## src/rtl/jpeg_sched_pkg.sv

```systemverilog
// Shared types and constants for the JPEG chroma supersampling scheduler.
// Consumed by mcu_scheduler and mcu_pos_counter.
package jpeg_sched_pkg;

    typedef enum logic [1:0] {
        IDLE = 2'd0,
        RUN  = 2'd1,
        DONE = 2'd2
    } sched_state_t;

    localparam logic [1:0] CH_Y  = 2'd0;
    localparam logic [1:0] CH_CB = 2'd1;
    localparam logic [1:0] CH_CR = 2'd2;

    localparam int         BLKS_PER_MCU = 6;
    localparam logic [2:0] LAST_BLK     = 3'(BLKS_PER_MCU - 1);

    localparam logic [3:0] MASK_Y = 4'b0001;
    localparam logic [3:0] MASK_C = 4'b1111;

    // 4:2:0 MCU order: four luma blocks, then Cb, then Cr.
    function automatic logic [1:0] blk_to_ch(input logic [2:0] blk);
        if (blk < 3'd4) begin
            return CH_Y;
        end else if (blk == 3'd4) begin
            return CH_CB;
        end else begin
            return CH_CR;
        end
    endfunction

    function automatic logic [3:0] ch_to_mask(input logic [1:0] ch);
        return (ch == CH_Y) ? MASK_Y : MASK_C;
    endfunction

endpackage

```

## src/rtl/mcu_pos_counter.sv

```systemverilog
// Block-within-MCU index and MCU column/row position, with wrap and carry.
// clear has priority over advance.
module mcu_pos_counter
    import jpeg_sched_pkg::*;
#(
    parameter int MCU_XW = 8,
    parameter int MCU_YW = 8
) (
    input  logic              clk,
    input  logic              rst_n,
    input  logic              clear,
    input  logic              advance,
    input  logic [MCU_XW-1:0] cols,
    output logic [2:0]        blk_idx,
    output logic [MCU_XW-1:0] mcu_x,
    output logic [MCU_YW-1:0] mcu_y,
    output logic              blk_last,
    output logic              col_last
);

    localparam logic [MCU_XW-1:0] X_ONE = MCU_XW'(1);
    localparam logic [MCU_YW-1:0] Y_ONE = MCU_YW'(1);

    logic [2:0]        blk_reg, blk_next;
    logic [MCU_XW-1:0] x_reg, x_next;
    logic [MCU_YW-1:0] y_reg, y_next;

    assign blk_last = (blk_reg == LAST_BLK);
    assign col_last = (x_reg == cols - X_ONE);

    always_comb begin
        blk_next = blk_reg;
        x_next   = x_reg;
        y_next   = y_reg;
        if (clear) begin
            blk_next = '0;
            x_next   = '0;
            y_next   = '0;
        end else if (advance) begin
            if (blk_last) begin
                blk_next = '0;
                if (col_last) begin
                    x_next = '0;
                    y_next = y_reg + Y_ONE;
                end else begin
                    x_next = x_reg + X_ONE;
                end
            end else begin
                blk_next = blk_reg + 3'd1;
            end
        end
    end

    always_ff @(posedge clk or negedge rst_n) begin
        if (!rst_n) begin
            blk_reg <= '0;
            x_reg   <= '0;
            y_reg   <= '0;
        end else begin
            blk_reg <= blk_next;
            x_reg   <= x_next;
            y_reg   <= y_next;
        end
    end

    assign blk_idx = blk_reg;
    assign mcu_x   = x_reg;
    assign mcu_y   = y_reg;

endmodule

```

## src/rtl/mcu_scheduler.sv

```systemverilog
// Tags 4:2:0 IDCT blocks with channel codes, gates them on downstream ready,
// and checks the supersampler's valid mask. Optional MCU_SCHED_STALL_CNT_EN adds stall_cnt.
module mcu_scheduler
    import jpeg_sched_pkg::*;
#(
    parameter int MCU_XW = 8,
    parameter int MCU_YW = 8
) (
    input  logic              clk,
    input  logic              rst_n,
    input  logic              start,
    input  logic [MCU_XW-1:0] cfg_mcu_cols,
    input  logic [MCU_YW-1:0] cfg_mcu_rows,
    input  logic              in_valid,
    output logic              in_ready,
    input  logic              dn_ready,
    output logic              ss_valid_in,
    output logic [1:0]        ss_ch,
    input  logic [3:0]        ss_valid_out,
    output logic [2:0]        blk_idx,
    output logic [MCU_XW-1:0] mcu_x,
    output logic [MCU_YW-1:0] mcu_y,
    output logic              busy,
    output logic              frame_done,
    output logic              err_seq
`ifdef MCU_SCHED_STALL_CNT_EN
    ,
    output logic [15:0]       stall_cnt
`endif
);

    localparam logic [MCU_YW-1:0] Y_ONE = MCU_YW'(1);

    sched_state_t      state_reg, state_next;
    logic [MCU_XW-1:0] cols_reg;
    logic [MCU_YW-1:0] rows_reg;
    logic              exp_valid_reg;
    logic [3:0]        exp_mask_reg;
    logic              err_reg;

    logic       start_acc;
    logic       accept;
    logic       last_accept;
    logic       blk_last;
    logic       col_last;
    logic       row_last;
    logic [3:0] mask_diff;
    logic       mismatch;

    assign start_acc   = start & (state_reg == IDLE);
    assign in_ready    = (state_reg == RUN) & dn_ready;
    assign accept      = in_valid & in_ready;
    assign ss_valid_in = accept;
    assign ss_ch       = blk_to_ch(blk_idx);
    assign busy        = (state_reg != IDLE);
    assign frame_done  = (state_reg == DONE);
    assign err_seq     = err_reg;

    assign row_last    = (mcu_y == rows_reg - Y_ONE);
    assign last_accept = accept & blk_last & col_last & row_last;

    mcu_pos_counter #(
        .MCU_XW (MCU_XW),
        .MCU_YW (MCU_YW)
    ) u_pos (
        .clk      (clk),
        .rst_n    (rst_n),
        .clear    (start_acc),
        .advance  (accept),
        .cols     (cols_reg),
        .blk_idx  (blk_idx),
        .mcu_x    (mcu_x),
        .mcu_y    (mcu_y),
        .blk_last (blk_last),
        .col_last (col_last)
    );

    always_comb begin
        state_next = state_reg;
        case (state_reg)
            IDLE: begin
                if (start) begin
                    state_next = ((cfg_mcu_cols != '0) && (cfg_mcu_rows != '0)) ? RUN : DONE;
                end
            end
            RUN: begin
                if (last_accept) begin
                    state_next = DONE;
                end
            end
            DONE:    state_next = IDLE;
            default: state_next = IDLE;
        endcase
    end

    always_ff @(posedge clk or negedge rst_n) begin
        if (!rst_n) begin
            state_reg <= IDLE;
            cols_reg  <= '0;
            rows_reg  <= '0;
        end else begin
            state_reg <= state_next;
            if (start_acc) begin
                cols_reg <= cfg_mcu_cols;
                rows_reg <= cfg_mcu_rows;
            end
        end
    end

    // With no block in flight the supersampler must report an all-zero mask.
    for (genvar gi = 0; gi < 4; gi++) begin : g_mask_chk
        assign mask_diff[gi] = ss_valid_out[gi] ^ (exp_valid_reg & exp_mask_reg[gi]);
    end
    assign mismatch = |mask_diff;

    always_ff @(posedge clk or negedge rst_n) begin
        if (!rst_n) begin
            exp_valid_reg <= 1'b0;
            exp_mask_reg  <= '0;
            err_reg       <= 1'b0;
        end else begin
            exp_valid_reg <= accept;
            exp_mask_reg  <= ch_to_mask(ss_ch);
            if (start_acc) begin
                err_reg <= 1'b0;
            end else if (mismatch) begin
                err_reg <= 1'b1;
            end
        end
    end

`ifdef MCU_SCHED_STALL_CNT_EN
    logic [15:0] stall_reg;

    always_ff @(posedge clk or negedge rst_n) begin
        if (!rst_n) begin
            stall_reg <= '0;
        end else if (start_acc) begin
            stall_reg <= '0;
        end else if ((state_reg == RUN) && in_valid && !dn_ready && (stall_reg != 16'hFFFF)) begin
            stall_reg <= stall_reg + 16'd1;
        end
    end

    assign stall_cnt = stall_reg;
`endif

endmodule

```

## config.mk

```make
export PLATFORM = sky130hd
export DESIGN_NAME = mcu_scheduler
export DESIGN_NICKNAME = d
export VERILOG_FILES = /design/src/rtl/jpeg_sched_pkg.sv /design/src/rtl/mcu_pos_counter.sv /design/src/rtl/mcu_scheduler.sv
export SDC_FILE = /design/constraint.sdc
export NUM_CORES = 1
export LEC_CHECK = 0
export ABC_AREA = 1
export CAP_MARGIN = 20
export CORE_MARGIN = 3
export CORE_UTILIZATION = 25
export CTS_BUF_LIST = sky130_fd_sc_hd__clkbuf_16
export DETAILED_ROUTE_END_ITERATION = 8
export PLACE_DENSITY = 0.47
export SYNTH_ARGS = -nofsm -noshare
export SYNTH_HDL_FRONTEND = slang
export SYNTH_SLANG_ARGS = --single-unit
export TNS_END_PERCENT = 50
```

## constraint.sdc

```tcl
create_clock -name clk -period 2.4 [get_ports clk]
set_input_delay 0.48 -clock clk [delete_from_list [all_inputs] [get_ports clk]]
set_output_delay 0.48 -clock clk [all_outputs]
set_load 0.05 [all_outputs]
```

==> results of run 1 <==
report_power, final:
group,switching (mW),internal (mW),leakage (nW),total [mW]
logic,1.34,0.780,0.981,2.12
registers,0.300,0.931,0.529,1.23
clock network,0.262,0.483,0.0826,0.745
total,1.90,2.19,1.59,4.10
worst reg2reg max path, cell delays in order, from the launching register on:
cell and delay, ns:
sky130_fd_sc_hd__dfrtp_1 0.37, sky130_fd_sc_hd__inv_2 0.07, sky130_fd_sc_hd__ha_1 0.31, sky130_fd_sc_hd__nand2_1 0.06
sky130_fd_sc_hd__inv_1 0.04, sky130_fd_sc_hd__nor2_1 0.08, sky130_fd_sc_hd__nand2_1 0.06, sky130_fd_sc_hd__nor2_1 0.12
sky130_fd_sc_hd__nand3_1 0.09, sky130_fd_sc_hd__nor2_2 0.12, sky130_fd_sc_hd__nand2_2 0.08, sky130_fd_sc_hd__nand2_4 0.10
sky130_fd_sc_hd__nand2_4 0.16, sky130_fd_sc_hd__nand2_1 0.12, sky130_fd_sc_hd__o21ai_2 0.05
worst paths after layout:
| check | to | slack, ns | cells after the start |
|---|---|---|---|
| min in group clk | rows_reg[7] | 0.50 | 2 |
| max in group asynchronous | exp_mask_reg[2] | 1.77 | 2 |
| worst max register to register | u_pos.mcu_y[3] | 0.46 | 14 |
| worst min-delay path | rows_reg[1] | 0.1 | 1 |
| worst min register to register | rows_reg[7] | 0.50 | 2 |
| worst max-delay path | ss_ch[1] | 0.19 | 3 |
layer usage:
layer | wire, um | vias up | share of wire [%] | GRT usage, %
li1 | - | 1209 | - | -
met1 | 3370 | 1047 | 51 | 17.7
met2 | 2880 | 52 | 44 | 17.8
met3 | 232 | 9 | 3.5 | 2.29
met4 | 123 | 0 | 1.9 | 4.11
met5 | 0 | - | 0 | 0
cell usage in the layout (no fill, tap or decap), drive strengths merged, types with 2 or more instances in the layout:
| cell type | netlist | routed |
|---|---|---|
| nor2 | 39 | 39 |
| nand2 | 114 | 114 |
| clkdlybuf4s50 | 0 | 46 |
| o21ai | 26 | 26 |
| nor4 | 4 | 4 |
| xnor2 | 5 | 5 |
| xor2 | 15 | 15 |
| nand3 | 28 | 28 |
| or2 | 5 | 5 |
| ha | 4 | 4 |
| inv | 37 | 38 |
| nand4 | 2 | 2 |
| buf | 3 | 8 |
| a21oi | 10 | 10 |
| clkbuf | 4 | 5 |
| a31oi | 3 | 3 |
| nor3 | 2 | 2 |
| nand2b | 2 | 2 |
| dfrtp | 41 | 41 |
final cells by class:
type                       instances  area (um^2)
fill                            1077         6450
multi-input combinational        263         1330
sequential                        41         1030
timing repair buffer              54          543
tap                              133          166
inverter                          37          139
clock buffer                       5          125
clock inverter                     3         37.5
logic make-up (layout without fill, tap and decap cells):
logic type / Yosys count / after routing / share of synthesized area [%]
AO/OA/AOI/OAI: 41 / 41 / 9.65
flip-flops: 41 / 41 / 40.6
adder cells (fa/ha/maj): 4 / 4 / 1.98
XOR/XNOR: 20 / 20 / 6.93
AND/OR/NAND/NOR: 197 / 197 / 33.8
other: 1 / 1 / 0.148
buffers and inverters: 44 / 99 / 6.93
through the flow:
stage	util [%]	instance area, um^2	worst slack [ns]
global placement	32.6	3200	0.277
detailed placement	32.6	3200	0.248
floorplan	-	2530	0.230
finish	34.3	3370	0.189
CTS	34.3	3370	0.167
global route	34.3	3370	0.0776
==> results by stage, run 1 <==
CTS:
- The clock transition at the registers of the reported paths is about 0.060 ns.
- At the later pin of the worst-skew pair, clock insertion delay measures about 0.28 ns.
- The number of gates resized after cts is 0.
- For this design, the CTS-stage hold fixing added 0 buffers.
- The level count of the clock H-tree is 2.
- The clock tree root driver cell is sky130_fd_sc_hd__clkbuf_16.
- The CTS tree is built.
- The clock sink total is 41.
- Buffers added to address setup during post-CTS repair amount to 0.
- In this run, CTS created clock tree buffers numbering 5.
- The clock passes through at most 2 buffers.

Logic synthesis:
- The post-synthesis net count is approximately 380.
- The primary flip-flop cell chosen by synthesis mapping is sky130_fd_sc_hd__dfrtp_1.
- The number of flops mapped to enable cells by yosys is 0.
- The average cell area after synthesis is between 7 and 8 um^2.
- Ranked by total cell area, the synthesized netlist is headed by sky130_fd_sc_hd__dfrtp_1 (41%), sky130_fd_sc_hd__nand2_1 (16%), sky130_fd_sc_hd__nand3_1 (5.5%), sky130_fd_sc_hd__nor2_1 (5.2%), sky130_fd_sc_hd__xor2_1 (5.2%).
- The number of unique standard cell types used by synthesis is 29.
- The most common cell in the synthesized netlist is sky130_fd_sc_hd__nand2_1.
- Counting every instance in the synthesized netlist gives between 300 and 400.
- The portion of the post-synthesis area used by sequential elements is about 41%.
- In this run the biggest area consumer among cell types represents between 40% and 50% of the synthesized area.
- The share of synthesized flip-flops with an asynchronous set or reset is 100%.
- In the synthesized netlist, the cells that appear most often are sky130_fd_sc_hd__nand2_1 (107), sky130_fd_sc_hd__dfrtp_1 (41), sky130_fd_sc_hd__nor2_1 (35), sky130_fd_sc_hd__inv_1 (30), sky130_fd_sc_hd__nand3_1 (28).
- The netlist area before placement is between 2000 and 3000 um^2.
- Synthesis inferred a little over 40 register bits.
- The Yosys step of the flow raised 0 warnings.
- The synthesized design spends more area on one cell type than any other, namely sky130_fd_sc_hd__dfrtp_1.

Global routing:
- The global-route usage over all layers is roughly an eighth.
- The initial antenna violation count came to 0.
- The remaining global-route overflow is 0.
- The via count of the first global-routing pass was about 2200.
- Entering global routing, the biggest net connects 34 pins.
- The wire length of the first global-routing pass is around 11000 um.

Worst setup path:
- The required time at the worst-slack endpoint is about 1.9 ns.
- At the worst endpoint, the arrival time is about 1.7 ns.
- The maximum fanout count along the critical path is 7.
- STA classifies the critical path endpoint as a primary output.
- The critical path starts at u_pos.blk_idx[0].
- Walking the worst path, the cells encountered are nor2_1 -> nor2_1 -> clkdlybuf4s50_1.
- The maximum cell stage delay along the critical path is 0.80 ns.
- Grouping stages by cell kind, the critical path spends the most delay in buffers and inverters.
- The standard cell with the maximum stage delay on the critical path is sky130_fd_sc_hd__clkdlybuf4s50_1.
- The reg-to-reg startpoint is cols_reg[0].
- The category of the worst setup path launch point is a flip-flop.
- The buffer and inverter count on the worst path is 1.
- Counting stages on the worst path, the most repeated cell is sky130_fd_sc_hd__nor2_1.
- The worst setup path is of the flip-flop to primary output kind.

Detailed routing:
- After detailed routing, the total wire length is between 6000 and 7000 um.
- The routed via count divided by cell count is between 4 and 5.
- The average detailed-routed wire length per instance is roughly 12 um.
- The count of nets left with antenna violations once routing finished came out at 0.
- After the first detailed-routing iteration, the DRC count stood at 75.
- In the routed design, unresolved DRC markers number 0.
- Across all layers, the routed design uses approximately 2300 vias.
- The total iterations of the first detailed-routing run is 4.

Timing:
- Counting I/O delays and the setup requirement, the final critical path takes ~2.2 ns.
- The number of max-slew violations in the final report is 0.
- The worst hold slack after final layout is between 0.09 and 0.1 ns.
- For this run, the top clock speed supported by timing is between 0.4 and 0.5 GHz.
- The number of hold violations in the final report was 0.
- The sum of negative setup slack is 0 ns.
- The headroom to the max-slew limit is 66.2%.
- The ratio of final minimum period to clock period is ~92%.
- Setup repair after global routing left no endpoint under its margin.
- Setup violations remaining at the end of the flow were counted as 0.
- For the pin with the worst max-slew slack, the measured transition is ~0.51 ns.
- The post-route clock skew is between 0.003 and 0.004 ns.

Flow run:
- The tool flagged a number of max-cap violations equal to 0.

Status:
- The flow ran to the end, and the final reports show no timing, DRC or antenna violations.

Final layout:
- In the final layout, the share of cells above drive strength 1 is 11.4%.
- The antenna cell count is 0.
- The synthesis-to-layout area growth is 33.2%.
- The count of nets after finishing is 431.
- Once layout is complete, the cells apart from fillers number 536.

Floorplan:
- The chip height is 107 um.
- The area of the placeable core is 9820 um^2.
- The die area is approximately 11000 um^2.
- The number of cell rows is 36.
- Once the floorplan was initialized, standard cells occupied 25.8% of the core.
- During I/O placement, the number of pins put on the boundary was between 50 and 60.
- The floorplan die width is ~110 um.

Placed design:
- The number of placed instances, taps included is 528.
- The final weighted congestion in routability-driven placement is 0.767.
- The post-DP HPWL is ~5100 um.
- Input and output buffers added on the ports amount to 50.

Min path:
- The worst hold path belongs to the class input port to async pin.

Pwr:
- Dividing total power by cell area gives a power density of 1220 nW/um^2.
- Power comes to around 4.1 mW.
- The static leakage power is approximately 1.6 nW.
- The maximum VDD drop is 0.469 mV.
Note: power is estimated with default switching activity, not from simulation.
==> inputs of run 2 (changes only) <==
Settings changed: ABC_AREA 1 to 0.
==> results by stage, run 2 <==
Logic synthesis:
- By area, the combinational part of the netlist is dominated by simple AND/OR/NAND/NOR gates.
- The xor and xnor fraction of the mapped netlist area is 10.2% (+3.2 points).
- The adder and majority cell fraction of the synthesized area is 2.10% (+0.12 points).
- The share of synthesized area spent on multiplexers is 0.420% (+0.42 points).
- Summed over all instances, the cell type with the most area after synthesis is sky130_fd_sc_hd__dfrtp_1.
- The share of the synthesized area in the top cell type is 43.0% (+2.4 points).
- The basic-gate share of the synthesized area counting and, or, nand and nor cells was 27.8% (-6.0 points).
- The number of flip-flops and latches in the synthesized netlist is 41 (unchanged).
- The number of unique standard cell types used by synthesis came to 47 (+62%).
- By count the netlist is led by sky130_fd_sc_hd__nand2_1 (57), sky130_fd_sc_hd__dfrtp_1 (41), sky130_fd_sc_hd__nor2_1 (22), sky130_fd_sc_hd__xnor2_1 (18), sky130_fd_sc_hd__clkbuf_1 (13).
- The instance count of the mapped netlist came to 273 (-22%).
- The share of synthesized flip-flops with an asynchronous set or reset was 100% (unchanged).
- The cell with the most instances after synthesis is sky130_fd_sc_hd__nand2_1.
- Ranked by total cell area, the synthesized netlist is headed by sky130_fd_sc_hd__dfrtp_1 (43%), sky130_fd_sc_hd__nand2_1 (9.0%), sky130_fd_sc_hd__xnor2_1 (6.6%), sky130_fd_sc_hd__nor2_1 (3.5%), sky130_fd_sc_hd__xor2_1 (2.6%).
- The portion of the post-synthesis area used by sequential elements is 43.0% (+2.4 points).
- The number of flops mapped to enable cells by yosys is 0 (unchanged).
- The post-synthesis net count is 302 (-20%).
- The number of warning messages in the yosys log is 0 (unchanged).
- The primary flip-flop cell chosen by synthesis mapping is sky130_fd_sc_hd__dfrtp_1.
- The share of the synthesized area in compound gates (AO/OA/AOI/OAI) was 12.7% (+3.1 points).
- The netlist area before placement is 2390 um^2 (-5.6%).
- The average cell area after synthesis came to 8.74 um^2 (+20%).

Worst setup path:
- The signal on the critical path passes through inv_2 -> ha_4 -> or3b_4 -> or4_4 -> a2111oi_4 -> buf_4 -> o211ai_4 -> or4_1 -> a21oi_1.
- The required time at the worst-slack endpoint is 2.61 ns (+0.69 ns).
- The maximum cell stage delay along the critical path came to 0.44 ns (-0.36 ns).
- The endpoint arrival time on the critical path came to 2.87 ns (+1.14 ns).
- STA classifies the critical path endpoint as a flip-flop.
- The buffer and inverter count on the worst path is 2 (+1).
- The cell family contributing the most delay on the critical path is simple AND/OR/NAND/NOR gates.
- The type of the setup path with the least slack is flip-flop to flip-flop.
- The largest individual stage delay along the critical path comes from the cell sky130_fd_sc_hd__or4_4.
- The maximum fanout count along the critical path is 5 (-2).
- The category of the worst setup path launch point is a flip-flop.

Final layout:
- Leaving out fill and tap cells, the most frequent cell in the layout is sky130_fd_sc_hd__nand2_1.
- The fraction of final layout cells sized beyond drive strength 1 is 18.0% (+6.6 points).
- The utilization after layout is 38.5% (+4.2 points).
- The count of nets after finishing is 384 (-11%).
- In the layout the commonest cells are sky130_fd_sc_hd__nand2_1 (56), sky130_fd_sc_hd__clkdlybuf4s50_1 (47), sky130_fd_sc_hd__dfrtp_1 (41).
- The antenna cell count is 0 (unchanged).
- The number of standard cells in the final layout excluding fillers was 484 (-9.7%).
- The finished layout cell area is 3550 um^2 (+5.6%).
- The count of fill cells added during filler insertion came to 944 (-12%).
- Relative to the synthesized area, the layout overhead comes to 49.0%.

Timing:
- The worst hold slack after final layout is 0.157 ns (+0.0581 ns).
- The achievable clock frequency is 0.377 GHz (-17%).
- The minimum clock period after layout is 2.65 ns (+0.442 ns).
- The number of max-slew violations in the final report is 0 (unchanged).
- The post-route clock skew was 0.00576 ns (+0.00265 ns).
- The worst-case setup margin in the final layout is -0.253 ns (-0.442 ns).
- The ratio of final minimum period to clock period is 111% (+18 points).
- The number of hold violations in the final report came to 0 (unchanged).
- The headroom to the max-slew limit is 65.8% (-0.37 points).
- The transition at the pin with the smallest max-transition slack is 0.511 ns (+0.00495 ns).
- The sum of negative setup slack is -1.77 ns (-1.77 ns).
- Setup repair after global routing could not meet its margin everywhere.
- The number of setup violations in the final report is 12 (+12).

Floorplan:
- The initial standard-cell utilization of the core came to 25.8% (+0.071 points).
- The floorplan die width is 104 um (-2.7%).
- The chip height came to 104 um (-2.7%).
- The boundary pin count was 51 (unchanged).
- The die area is 10800 um^2 (-5.3%).
- The number of cell rows came to 35 (-2.8%).
- The area of the placeable core was 9240 um^2 (-5.9%).

Detailed routing:
- The total iterations of the first detailed-routing run is 4 (unchanged).
- The antenna violation net count after detailed routing is 0 (unchanged).
- The average detailed-routed wire length per instance is 13.7 um (+11%).
- The count of routing violations after the opening detailed-route iteration was 67 (-11%).
- The total number of vias came to 2234 (-3.6%).
- The total length of routed wires was 6610 um (about the same).
- The post-detailed-route DRC marker count came to 0 (unchanged).
- The routed via count divided by cell count is 4.62 (+6.8%).

CTS:
- Clock tree synthesis selected as its root buffer the cell sky130_fd_sc_hd__clkbuf_16.
- The CTS tree is built.
- The number of CTS-inserted buffers came to 5 (unchanged).
- The clock latency at the later pin of the worst-skew pair was 0.29 ns (about the same).
- The clock sink total was 41 (unchanged).
- The buffer levels on the longest clock path is 2 (unchanged).
- The clock transition at the registers of the reported paths is 0.06 ns (about the same).
- The level count of the clock H-tree was 2 (unchanged).

Global routing:
- The wire length of the first global-routing pass was 11000 um (+0.32%).
- The largest net degree at the start of global routing is 42 (+24%).
- The global-route usage over all layers is 12.6% (+0.48 points).
- The via count of the first global-routing pass was 2309 (+6.9%).
- The remaining global-route overflow is 0 (unchanged).
- The initial antenna violation count is 0 (unchanged).

Placed design:
- The instance area after placement is 3270 um^2 (+2.0%).
- The number of buffers inserted by port buffering is 50 (unchanged).
- The post-DP HPWL was 4730 um (-7.4%).
- The final weighted congestion in routability-driven placement is 0.799 (+4.2%).
- The number of placed instances, taps included is 470 (-11%).
- The worst setup slack before clock tree synthesis came to -0.294 ns (-0.542 ns).

Pwr:
- The power density of the placed cells is 593 nW/um^2 (-51%).
- The static leakage power came to 1.48 nW (-6.9%).
- The maximum VDD drop is 0.248 mV (-47%).
- The total power is 2.11 mW (-49%).

Min path:
- The path class of the tightest hold or removal check is input port to async pin.

Status:
- The run finished, with violations left.
- The checks that failed: negative setup slack.

Flow run:
- The number of maximum-capacitance violations is 0 (unchanged).
## run 2: cell type report
type	count	area, um^2	share of cell area, %
clock buffers	5	125	3.52
clock inverters	2	35.0	0.986
inverters	10	37.5	1.06
multi-input cells	210	1360	38.3
flip-flops and latches	41	1030	28.9
well taps	129	161	4.54
repair buffers	87	810	22.8
## run 2: cell families after synthesis
group | after synthesis
and+or+nand+nor | 133
AOI/OAI and AO/OA | 44
DFF | 41
xor gates and xnor gates | 26
buffers and inverters | 23
adders and majority gates | 4
other | 1
muxes | 1
## run 2: power by group
part | total, mW | internal (mW) | switching, mW
registers | 0.836 | 0.742 | 0.0936
clock network | 0.755 | 0.483 | 0.272
logic | 0.518 | 0.210 | 0.308
total | 2.11 | 1.44 | 0.673
## run 2: worst paths after layout
path	start	endpoint	depth (start not counted)	slack, ns
min in group clk	rows_reg[7]	rows_reg[7]	2	0.50
max in group asynchronous	rst_n	cols_reg[0]	2	2.04
hold / removal	rst_n	u_pos.mcu_y[1]	2	0.16
hold reg to reg	rows_reg[7]	rows_reg[7]	2	0.50
setup reg to reg	cols_reg[1]	u_pos.mcu_y[5]	9	-0.25
setup / recovery	cols_reg[1]	u_pos.mcu_y[5]	9	-0.25
## run 2: what timing repair did
action,4_1_cts,5_1_grt
hold buffers,0,0
gates cloned,1,0
gates resized for setup,9,4
endpoints found under the setup margin,18,18
buffers inserted,5,1
pin swaps,3,5
## run 2: routing by layer
layer	routed length, um	GRT usage (%)	vias up
li1	-	-	1111
met1	3130	16.3	1067
met2	3090	20.5	44
met3	246	2.55	12
met4	140	4.94	0
met5	0	0	-
## run 2: worst register-to-register path: cells and delay by family, from the launching register on
family	cells	cell delay (ns)
DFF	1	0.39
AOI/OAI and AO/OA	3	0.56
adders and majority gates	1	0.13
buffers and inverters	2	0.26
and+or+nand+nor	3	1.25
